<file path="src/rtl/mul_sched_pkg.sv">
// Shared constants and helpers for the multiplier scheduler.
// Holds the FSM encoding, default sizes and small pure functions.
package mul_sched_pkg;

    localparam int DEF_WIDTH   = 8;
    localparam int DEF_TIMEOUT = 64;

    localparam logic [1:0] S_IDLE  = 2'd0;
    localparam logic [1:0] S_START = 2'd1;
    localparam logic [1:0] S_WAIT  = 2'd2;
    localparam logic [1:0] S_RESP  = 2'd3;

    function automatic int clog2(input int value);
        int v;
        int w;
        v = value - 32'sd1;
        w = 32'sd0;
        while (v > 32'sd0) begin
            w = w + 32'sd1;
            v = v >>> 1;
        end
        return (w < 32'sd1) ? 32'sd1 : w;
    endfunction

    function automatic logic [1:0] onehot2(input logic sel);
        return sel ? 2'b10 : 2'b01;
    endfunction

endpackage

</file>
<file path="src/rtl/mul_scheduler_rr_arb2.sv">
// Two-way round-robin arbiter for the multiplier scheduler.
// The pointer names the requester that wins a tie; it moves away from the last owner.
module rr_arb2
    import mul_sched_pkg::*;
(
    input  logic       clk,
    input  logic       rst,
    input  logic [1:0] req,
    input  logic       upd,
    input  logic       owner,
    output logic [1:0] gnt
);

    logic ptr_r;

    // One-hot winner from the request levels and the tie-break pointer.
    always_comb begin
        case (req)
            2'b01:   gnt = 2'b01;
            2'b10:   gnt = 2'b10;
            2'b11:   gnt = onehot2(ptr_r);
            default: gnt = 2'b00;
        endcase
    end

    // Pointer update: the owner just served drops to lowest priority.
    always_ff @(posedge clk or negedge rst) begin
        if (!rst) begin
            ptr_r <= 1'b0;
        end else if (upd) begin
            ptr_r <= ~owner;
        end else begin
            ptr_r <= ptr_r;
        end
    end

endmodule

</file>
<file path="src/rtl/mul_scheduler.sv">
// Sequencer/arbiter in front of the shared shift-add multiplier core.
// Grants one requester, starts the core, waits for done or a watchdog abort, returns the product.
module mul_scheduler
    import mul_sched_pkg::*;
#(
    parameter int WIDTH   = DEF_WIDTH,
    parameter int TIMEOUT = DEF_TIMEOUT
) (
    input  logic                 clk,
    input  logic                 rst,
    input  logic [1:0]           req,
    input  logic [WIDTH-1:0]     a0,
    input  logic [WIDTH-1:0]     b0,
    input  logic [WIDTH-1:0]     a1,
    input  logic [WIDTH-1:0]     b1,
    output logic [1:0]           ack,
    output logic [1:0]           vld,
    output logic [2*WIDTH-1:0]   res,
    output logic                 err,
    output logic                 mul_st,
    output logic [WIDTH-1:0]     mul_a,
    output logic [WIDTH-1:0]     mul_b,
    input  logic                 mul_done,
    input  logic [2*WIDTH-1:0]   mul_p
);

    localparam int WD_W = clog2(TIMEOUT);
    localparam logic [WD_W-1:0] WD_MAX = WD_W'(TIMEOUT - 1);

    logic [1:0]         state_r;
    logic [1:0]         state_s;
    logic               owner_r;
    logic               owner_s;
    logic [WD_W-1:0]    wd_r;
    logic [1:0]         gnt_s;
    logic               err_s;
    logic [1:0]         ack_r;
    logic [1:0]         vld_r;
    logic               err_r;
    logic               mul_st_r;
    logic [WIDTH-1:0]   mul_a_r;
    logic [WIDTH-1:0]   mul_b_r;
    logic [2*WIDTH-1:0] res_r;

    rr_arb2 u_arb (
        .clk   (clk),
        .rst   (rst),
        .req   (req),
        .upd   (state_r == S_RESP),
        .owner (owner_r),
        .gnt   (gnt_s)
    );

    // Next-state decode; mul_done only matters while waiting on the core.
    always_comb begin
        state_s = state_r;
        owner_s = owner_r;
        err_s   = 1'b0;
        case (state_r)
            S_IDLE: begin
                if (gnt_s != 2'b00) begin
                    state_s = S_START;
                    owner_s = gnt_s[1];
                end else begin
                    state_s = S_IDLE;
                end
            end
            S_START: state_s = S_WAIT;
            S_WAIT: begin
                if (mul_done) begin
                    state_s = S_RESP;
                end else if (wd_r == WD_MAX) begin
                    state_s = S_RESP;
                    err_s   = 1'b1;
                end else begin
                    state_s = S_WAIT;
                end
            end
            S_RESP:  state_s = S_IDLE;
            default: state_s = S_IDLE;
        endcase
    end

    // FSM state and job owner.
    always_ff @(posedge clk or negedge rst) begin
        if (!rst) begin
            state_r <= S_IDLE;
            owner_r <= 1'b0;
        end else begin
            state_r <= state_s;
            owner_r <= owner_s;
        end
    end

    // Operands are captured at grant and held until the next grant.
    always_ff @(posedge clk or negedge rst) begin
        if (!rst) begin
            mul_a_r <= {WIDTH{1'b0}};
            mul_b_r <= {WIDTH{1'b0}};
        end else if (state_r == S_IDLE && gnt_s != 2'b00) begin
            mul_a_r <= gnt_s[1] ? a1 : a0;
            mul_b_r <= gnt_s[1] ? b1 : b0;
        end else begin
            mul_a_r <= mul_a_r;
            mul_b_r <= mul_b_r;
        end
    end

    // Watchdog: cleared at start, counts WAIT cycles, stops at the abort point.
    always_ff @(posedge clk or negedge rst) begin
        if (!rst) begin
            wd_r <= {WD_W{1'b0}};
        end else if (state_r == S_START) begin
            wd_r <= {WD_W{1'b0}};
        end else if (state_r == S_WAIT && state_s == S_WAIT) begin
            wd_r <= wd_r + {{(WD_W-1){1'b0}}, 1'b1};
        end else begin
            wd_r <= wd_r;
        end
    end

    // Result capture; an aborted job reports a zero product.
    always_ff @(posedge clk or negedge rst) begin
        if (!rst) begin
            res_r <= {(2*WIDTH){1'b0}};
        end else if (state_r == S_WAIT && mul_done) begin
            res_r <= mul_p;
        end else if (state_r == S_WAIT && err_s) begin
            res_r <= {(2*WIDTH){1'b0}};
        end else begin
            res_r <= res_r;
        end
    end

    // Strobes registered from the next state so they line up with START/RESP.
    always_ff @(posedge clk or negedge rst) begin
        if (!rst) begin
            ack_r    <= 2'b00;
            vld_r    <= 2'b00;
            err_r    <= 1'b0;
            mul_st_r <= 1'b0;
        end else begin
            ack_r    <= (state_s == S_START) ? onehot2(owner_s) : 2'b00;
            vld_r    <= (state_s == S_RESP)  ? onehot2(owner_s) : 2'b00;
            err_r    <= err_s;
            mul_st_r <= (state_s == S_START);
        end
    end

    assign ack    = ack_r;
    assign vld    = vld_r;
    assign err    = err_r;
    assign mul_st = mul_st_r;
    assign mul_a  = mul_a_r;
    assign mul_b  = mul_b_r;
    assign res    = res_r;

endmodule

</file>
<file path="config.mk">
export PLATFORM = sky130hd
export DESIGN_NAME = mul_scheduler
export DESIGN_NICKNAME = d
export VERILOG_FILES = /design/src/rtl/mul_sched_pkg.sv /design/src/rtl/mul_scheduler_rr_arb2.sv /design/src/rtl/mul_scheduler.sv
export SDC_FILE = /design/constraint.sdc
export NUM_CORES = 1
export LEC_CHECK = 0
export ABC_AREA = 1
export CAP_MARGIN = 5
export CORE_ASPECT_RATIO = 1.2
export CORE_MARGIN = 3
export CORE_UTILIZATION = 40
export CTS_BUF_LIST = sky130_fd_sc_hd__clkbuf_4
export CTS_CLUSTER_SIZE = 12
export DETAILED_ROUTE_END_ITERATION = 10
export PLACE_DENSITY = 0.83
export SYNTH_ARGS = -nofsm -noshare
export SYNTH_HDL_FRONTEND = slang
export SYNTH_SLANG_ARGS = --single-unit
</file>
<file path="constraint.sdc">
create_clock -name clk -period 3.4 [get_ports clk]
set_input_delay 0.68 -clock clk [delete_from_list [all_inputs] [get_ports clk]]
set_output_delay 0.68 -clock clk [all_outputs]
set_load 0.1 [all_outputs]
</file>
==> results of run 1 <==
final cells by class:
class                      instances  area [um2]
multi-input combinational        171         883
clock buffer                       5        37.5
fill                             460        2170
tap                               62        77.6
timing repair buffer              93         898
sequential                        48        1200
inverter                          33         125
clock inverter                     3        13.8
through the flow:
step / setup slack (ns) / util / cells
after floorplan: 1.82 / - / 265
after global placement: 1.11 / 0.589 / 407
after detailed placement: 1.04 / 0.589 / 407
after CTS: 0.798 / 0.599 / 415
after global routing: 0.754 / 0.599 / 415
final: 0.819 / 0.599 / 415
cells in the mapped netlist:
| cell type | n |
|---|---|
| nor2_2 | 3 |
| nand2_4 | 3 |
| buf_6 | 1 |
| nor2_4 | 2 |
| nand3_1 | 40 |
| nand3_4 | 1 |
| ha_1 | 6 |
| clkinv_2 | 1 |
| xor2_1 | 1 |
| o21ai_2 | 1 |
| nand2_2 | 2 |
| nor2_1 | 6 |
| o21ai_1 | 32 |
| inv_2 | 2 |
| clkbuf_1 | 4 |
| a21oi_1 | 2 |
| o21ai_0 | 1 |
| dfrtp_1 | 48 |
| inv_1 | 30 |
| buf_2 | 8 |
| nand2_1 | 63 |
| o21bai_1 | 1 |
| nand4_1 | 6 |
| o22ai_1 | 1 |
worst max-delay path by stage:
stage                     to  cells after the start  slack, ns  startpoint
floorplan             res[0]                      0       1.82      res[0]
global placement    mul_a[1]                      5       1.11      req[1]
detailed placement  mul_a[1]                      5       1.04      req[1]
CTS                   res[0]                      1       0.80      res[0]
global route          res[0]                      1       0.75      res[0]
finish                res[0]                      1       0.82      res[0]
routing by layer:
metal	share of wire	GRT usage	up-vias
met4	0.011	0.0485	0
met2	0.52	0.283	59
met3	0.060	0.0455	5
met1	0.41	0.176	919
li1	-	-	1022
met5	0	0	-
logic make-up after synthesis:
family | count (synthesis)
and+or+nand+nor | 126
AOI/OAI and AO/OA | 38
adders and majority gates | 6
buffers and inverters | 46
DFF | 48
xor gates and xnor gates | 1
flip-flops by register name (all words and copies together), names as in the netlist:
| name | cells |
|---|---|
| ack | 2 |
| res | 16 |
| state_r | 2 |
| wd_r | 6 |
| owner_r | 1 |
| u_arb.ptr_r | 1 |
| err | 1 |
| mul_st | 1 |
| mul_b | 8 |
| vld | 2 |
| mul_a | 8 |
==> results.py, run 1 <==
metrics = {
    "run_status": {
        "run_status": "finished clean",
    },
    "clock_network": {
        "post-cts-setup-buffer-count": 0,
        "cts_sinks": 48,
        "cts_tree": "built",
        "cts-buffers-inserted": 5,
        "clockBufferDepth": 2,
        "cts_root_buf": "clkbuf_4",
        "clock_latency_ns": 0.36,
        "ctsHoldBuffers": 0,
        "htree_levels": 2,
        "ctsResizeCount": 0,
        "clkTransAtPathRegs_ns": 0.13,
    },
    "critical_path": {
        "rr_endpoint": "vld[0]",
        "arrival_ns": 1.90,
        "crit_family": "buffers and inverters",
        "cp-end-kind": "output pin",
        "rrSetupSlack_ns": 1.63,
        "cp.required_ns": 2.72,
        "start_kind": "flop",
        "path_buf_inv": 1,
        "path_class": "flop to output pin",
        "cpPeakStageDelay_ns": 1.14,
        "r2r_cells": 11,
        "cpMaxStageDelayCell": "clkdlybuf4s50_1",
        "crit_path_max_fanout": 2,
        "r2r-start": "state_r[0]",
        "crit_chain": "clkdlybuf4s50_1",
    },
    "logic_synthesis": {
        "ys_seq_area_frac": 0.528,
        "synth-simple-area-share": 0.264,
        "synth_compound_area_frac": 0.0869,
        "synth_adder_area_share": 0.0330,
        "ys_top_cells_by_area": "dfrtp_1 53%, nand2_1 10%, nand3_1 8.8%, o21ai_1 7.0%, inv_1 4.9%",
        "synth-seq-cells": 48,
        "netlist_area_mm2": 0.00228,
        "synthCells": 265,
        "synthXorXnorAreaFrac": 0.00385,
        "synthDistinctLibCells": 24,
        "ys_warn_count": 0,
        "yosys.area.top_type": "dfrtp_1",
        "syn-num-nets": 324,
        "syn_area_per_cell_um2": 8.59,
        "synth_top_family_by_area": "simple AND/OR/NAND/NOR gates",
        "synth_top_area_frac": 0.528,
        "synth_mux_area_frac": 0,
    },
    "global_route": {
        "grt_usage": 0.157,
        "grt_pass1_wl_mm": 7.97,
        "grt_start_max_net_pins": 49,
        "overflow": 0,
        "grt_pass1_vias": 1797,
        "grt_antenna_before_repair": 0,
    },
    "placed_design": {
        "place_congestion": 0.751,
        "place_area_mm2": 0.00319,
        "port_buffers": 90,
        "place_hpwl_mm": 4.00,
    },
    "drt": {
        "vias": 2005,
        "via_per_inst": 4.83,
        "antenna_left": 0,
        "dr.first_iter.drc_count": 84,
        "drc": 0,
        "firstDrtPassIters": 4,
        "wl_per_cell_um": 12.6,
        "routed_wl_mm": 5.22,
    },
    "timing": {
        "slew_headroom": 0.309,
        "whs_ns": 0.467,
        "max_freq_mhz": 387,
        "setup-violations-final": 0,
        "rsz0062_at_grt": "no",
        "post-route-min-period_ns": 2.58,
        "slew_violations": 0,
        "clock_skew_ns": 0.00949,
        "period_share": 0.759,
        "max_slew.worst_pin.slew_ns": 1.04,
        "tns_ns": 0,
        "final-hold-violation-count": 0,
    },
    "job": {
        "drv_cap": 0,
    },
    "hold_path": {
        "min_to": "u_arb.ptr_r",
        "whs_path_depth": 1,
        "holdCritStartpoint": "owner_r",
        "min_path_type": "flop to flop",
    },
    "floorplan": {
        "die_w_um": 74.9,
        "start_util": 0.421,
        "core_area_mm2": 0.00541,
        "ios": 91,
        "die_h_um": 88.6,
        "die-area_mm2": 0.00663,
        "rows": 29,
    },
    "finish": {
        "final_area_mm2": 0.00324,
        "final_cell_mix": "81 x clkdlybuf4s50_1, 63 x nand2_1, 48 x dfrtp_1",
        "drive_gt1_frac": 0.0963,
        "layout_commonest_cell": "clkdlybuf4s50_1",
        "area_delta_synth_final_pct": 42.2,
        "n_antenna_cell": 0,
        "layout.nets": 411,
    },
}
Power of run 1 is not shown: default switching activity piles up to over one toggle a cycle in this logic, so the estimate is an artifact.
==> inputs of run 2 (changes only) <==
==> constraint.sdc (replaced) <==
create_clock -name clk -period 2.55 [get_ports clk]
set_input_delay 0.51 -clock clk [delete_from_list [all_inputs] [get_ports clk]]
set_output_delay 0.51 -clock clk [all_outputs]
set_load 0.1 [all_outputs]
==> results.py, run 2 (synthesis gave the netlist of run 1 again) <==
metrics = {
    "timing": {
        "setup-violations-final": 0,
        "rsz0062_at_grt": "no",
        "period_share": 0.722,
        "slew_headroom": 0.452,
        "tns_ns": 0,
        "max_freq_mhz": 543,
        "max_slew.worst_pin.slew_ns": 0.822,
        "slew_violations": 0,
        "clock_skew_ns": 0.00998,
        "post-route-min-period_ns": 1.84,
        "final-hold-violation-count": 0,
    },
    "clock_network": {
        "cts_sinks": 48,
        "clockBufferDepth": 2,
        "clkTransAtPathRegs_ns": 0.13,
        "cts_tree": "built",
        "ctsResizeCount": 0,
        "clock_latency_ns": 0.35,
        "cts_root_buf": "clkbuf_4",
        "cts-buffers-inserted": 5,
        "htree_levels": 2,
        "post-cts-setup-buffer-count": 0,
        "ctsHoldBuffers": 0,
    },
    "global_route": {
        "grt_pass1_vias": 1895,
        "overflow": 0,
        "grt_antenna_before_repair": 0,
        "grt_start_max_net_pins": 39,
        "grt_usage": 0.162,
        "grt_pass1_wl_mm": 8.42,
    },
    "drt": {
        "wl_per_cell_um": 12.6,
        "antenna_left": 0,
        "vias": 2045,
        "via_per_inst": 4.89,
        "firstDrtPassIters": 5,
        "dr.first_iter.drc_count": 126,
        "routed_wl_mm": 5.25,
        "drc": 0,
    },
    "finish": {
        "layout.nets": 414,
        "n_antenna_cell": 0,
        "area_delta_synth_final_pct": 40.1,
        "layout_commonest_cell": "nand2_1",
        "largest_reg_flops": 16,
        "fin_util": 0.590,
        "final_cell_mix": "63 x nand2_1, 51 x clkdlybuf4s50_1, 48 x dfrtp_1",
        "drive_gt1_frac": 0.188,
        "fillers": 475,
    },
    "floorplan": {
        "core_area_mm2": 0.00541,
        "die-area_mm2": 0.00663,
        "rows": 29,
        "die_w_um": 74.9,
        "start_util": 0.421,
        "die_h_um": 88.6,
        "ios": 91,
    },
    "job": {
        "drv_cap": 0,
    },
    "critical_path": {
        "arrival_ns": 2.14,
        "rr_endpoint": "wd_r[5]",
        "r2r-start": "state_r[0]",
        "r2r_cells": 9,
        "crit_path_max_fanout": 17,
        "rrSetupSlack_ns": 0.71,
        "start_kind": "flop",
        "cp.required_ns": 2.85,
        "cp-end-kind": "flop",
        "path_class": "flop to flop",
    },
    "placed_design": {
        "port_buffers": 90,
        "place_congestion": 0.724,
        "place_hpwl_mm": 4.03,
    },
    "run_status": {
        "run_status": "finished clean",
    },
    "hold_path": {
        "min_path_type": "input port to asynchronous set/reset pin",
    },
}
-- run 2: cell types whose count changed in the layout (fill, tap and decap cells not counted) --
cell,delta
clkinv_2,-2
clkdlybuf4s50_1,-30
clkbuf_4,+2
buf_4,+33
-- run 2: worst max path at each step --
stage | from | end | slack, ns | cells past startpoint
global placement | req[0] | mul_a[0] | 0.67 | 7
detailed placement | req[0] | mul_b[4] | 0.62 | 7
floorplan | state_r[0] | wd_r[0] | 1.11 | 11
global route | state_r[0] | wd_r[1] | 0.48 | 9
finish | state_r[0] | wd_r[5] | 0.71 | 9
CTS | state_r[0] | wd_r[5] | 0.68 | 9
-- run 2: layer usage --
layer  routed length [um]  vias to the layer above  global-route usage
li1                     -                     1032                   -
met1                 2110                      947               0.187
met2                 2750                       60               0.290
met3                  337                        6              0.0409
met4                   53                        0              0.0502
met5                    0                        -                   0
-- run 2: worst max-delay path: stages (launching register included) --
cell and delay [ns]:
dfrtp_1 0.42, inv_1 0.12, ha_1 0.22, buf_4 0.23
nand2_2 0.25, nand3_4 0.17, nand2_4 0.11, nand2_4 0.11
nand3_1 0.08, nand2_1 0.08
-- run 2: cell type report --
cell class | instances | area (um2) | area share
inverter | 33 | 125 | 0.0392
tap | 62 | 77.6 | 0.0243
multi-input combinational | 171 | 883 | 0.277
clock buffer | 7 | 52.6 | 0.0165
sequential | 48 | 1200 | 0.377
timing repair buffer | 96 | 846 | 0.265
clock inverter | 1 | 3.75 | 0.00118
-- run 2: metrics by stage --
| step | instances | hold WS [ns] | cell area [um2] | worst slack (ns) |
|---|---|---|---|---|
| floorplan | 265 | 0.214 | 2280 | 1.11 |
| global placement | 410 | 0.427 | 3130 | 0.671 |
| detailed placement | 410 | 0.442 | 3130 | 0.617 |
| CTS | 418 | 0.271 | 3190 | 0.684 |
| global route | 418 | 0.300 | 3190 | 0.481 |
| finish | 418 | 0.242 | 3190 | 0.710 |
Power of run 2 is left out for the same reason.
==> inputs of run 3 (changes only) <==
--- a/config.mk
+++ b/config.mk
@@ -13,7 +13,7 @@
 export CTS_BUF_LIST = sky130_fd_sc_hd__clkbuf_4
 export CTS_CLUSTER_SIZE = 12
 export DETAILED_ROUTE_END_ITERATION = 10
-export PLACE_DENSITY = 0.83
+export PLACE_DENSITY = 0.86
 export SYNTH_ARGS = -nofsm -noshare
 export SYNTH_HDL_FRONTEND = slang
 export SYNTH_SLANG_ARGS = --single-unit
==> constraint.sdc (replaced) <==
create_clock -name clk -period 1.55 [get_ports clk]
set_input_delay 0.31 -clock clk [delete_from_list [all_inputs] [get_ports clk]]
set_output_delay 0.31 -clock clk [all_outputs]
set_load 0.1 [all_outputs]
==> results.py, run 3 (synthesis gave the netlist of run 1 again) <==
metrics = {
    "run_status": {
        "run_status": "finished clean",
    },
    "global_route": {
        "grt_pass1_wl_mm": 9.69,
        "grt_usage": 0.189,
        "grt_pass1_vias": 2106,
        "grt_start_max_net_pins": 49,
        "grt_antenna_before_repair": 0,
        "overflow": 0,
    },
    "placed_design": {
        "port_buffers": 90,
        "place_hpwl_mm": 4.37,
        "place_congestion": 0.762,
    },
    "drt": {
        "drc": 0,
        "dr.first_iter.drc_count": 149,
        "vias": 2143,
        "via_per_inst": 5.03,
        "wl_per_cell_um": 14.1,
        "routed_wl_mm": 5.99,
        "firstDrtPassIters": 4,
        "antenna_left": 0,
    },
    "timing": {
        "rsz0062_at_grt": "no",
        "post-route-min-period_ns": 1.43,
        "clock_skew_ns": 0.0192,
        "max_slew.worst_pin.slew_ns": 0.263,
        "slew_violations": 0,
        "period_share": 0.924,
        "final-hold-violation-count": 0,
        "setup-violations-final": 0,
        "slew_headroom": 0.825,
        "max_freq_mhz": 698,
    },
    "clock_network": {
        "htree_levels": 2,
        "clock_latency_ns": 0.36,
        "cts_tree": "built",
        "cts_sinks": 48,
        "cts-buffers-inserted": 5,
        "cts_root_buf": "clkbuf_4",
        "clkTransAtPathRegs_ns": 0.15,
        "clockBufferDepth": 2,
    },
    "critical_path": {
        "crit_path_max_fanout": 9,
        "arrival_ns": 1.73,
        "cp.required_ns": 1.85,
        "r2r_cells": 10,
        "cp-end-kind": "flop",
        "path_class": "flop to flop",
        "start_kind": "flop",
    },
    "hold_path": {
        "min_path_type": "input port to asynchronous set/reset pin",
    },
    "floorplan": {
        "core_area_mm2": 0.00541,
        "rows": 29,
        "start_util": 0.421,
        "die_w_um": 74.9,
        "die-area_mm2": 0.00663,
        "die_h_um": 88.6,
        "ios": 91,
    },
    "job": {
        "drv_cap": 0,
    },
    "finish": {
        "drive_gt1_frac": 0.217,
        "final_cell_mix": "63 x nand2_1, 51 x clkdlybuf4s50_1, 48 x dfrtp_1",
        "layout.nets": 422,
        "layout_commonest_cell": "nand2_1",
        "area_delta_synth_final_pct": 70.2,
        "largest_reg_flops": 16,
        "fin_util": 0.717,
        "n_antenna_cell": 0,
    },
}
## run 3: area by class of cell
class	instances	area, um2
fillers	394	1530
repair buffers	104	1420
flip-flops and latches	48	1200
multi-input cells	171	921
inverters	33	125
clock inverters	3	90.1
well taps	62	77.6
clock buffers	5	37.5
## run 3: path summary, 6_finish.rpt
| kind | startpoint | to | slack, ns |
|---|---|---|---|
| min reg2reg | owner_r | u_arb.ptr_r | 0.45 |
| max reg2reg | state_r[0] | wd_r[3] | 0.12 |
| max | state_r[0] | wd_r[3] | 0.12 |
| min | rst | mul_a[0] | 0.44 |
| max in group asynchronous | rst | res[15] | 0.88 |
| min in group clk | owner_r | u_arb.ptr_r | 0.45 |
## run 3: what timing repair did
action | in CTS | in global routing
cloned | 0 | 0
setup endpoints to repair | 12 | 36
endpoints found under the hold margin | 48 | 0
pin swaps | 0 | 1
hold buffers | 1 | 0
resized for setup | 2 | 6
buffers inserted | 0 | 2
## run 3: through the flow
step | setup WS [ns] | instances | setup TNS, ns | hold WS (ns) | cell area (um2)
floorplan | 0.106 | 265 | 0 | 0.0144 | 2280
global placement | 0.0157 | 415 | 0 | 0.315 | 3680
detailed placement | -0.0445 | 415 | -0.325 | 0.317 | 3680
CTS | 0.0201 | 424 | 0 | 0.432 | 3830
global route | 0.0139 | 426 | 0 | 0.444 | 3870
finish | 0.117 | 426 | 0 | 0.436 | 3870
## run 3: critical path, stage by stage, from the launching register on
cell,delay (ns)
dfrtp_1,0.44
inv_2,0.11
ha_4,0.17
inv_2,0.05
nor2_4,0.11
nand2_4,0.07
nand3_4,0.08
nand2_8,0.09
nand2_8,0.10
nand3_1,0.07
nand2_1,0.07
## run 3: routing by layer
| metal | track usage | routed length [um] |
|---|---|---|
| met1 | 0.227 | 2330 |
| met3 | 0.0386 | 305 |
| met4 | 0.0550 | 96 |
| met2 | 0.337 | 3260 |
| met5 | 0 | 0 |
Power of run 3 is left out for the same reason.
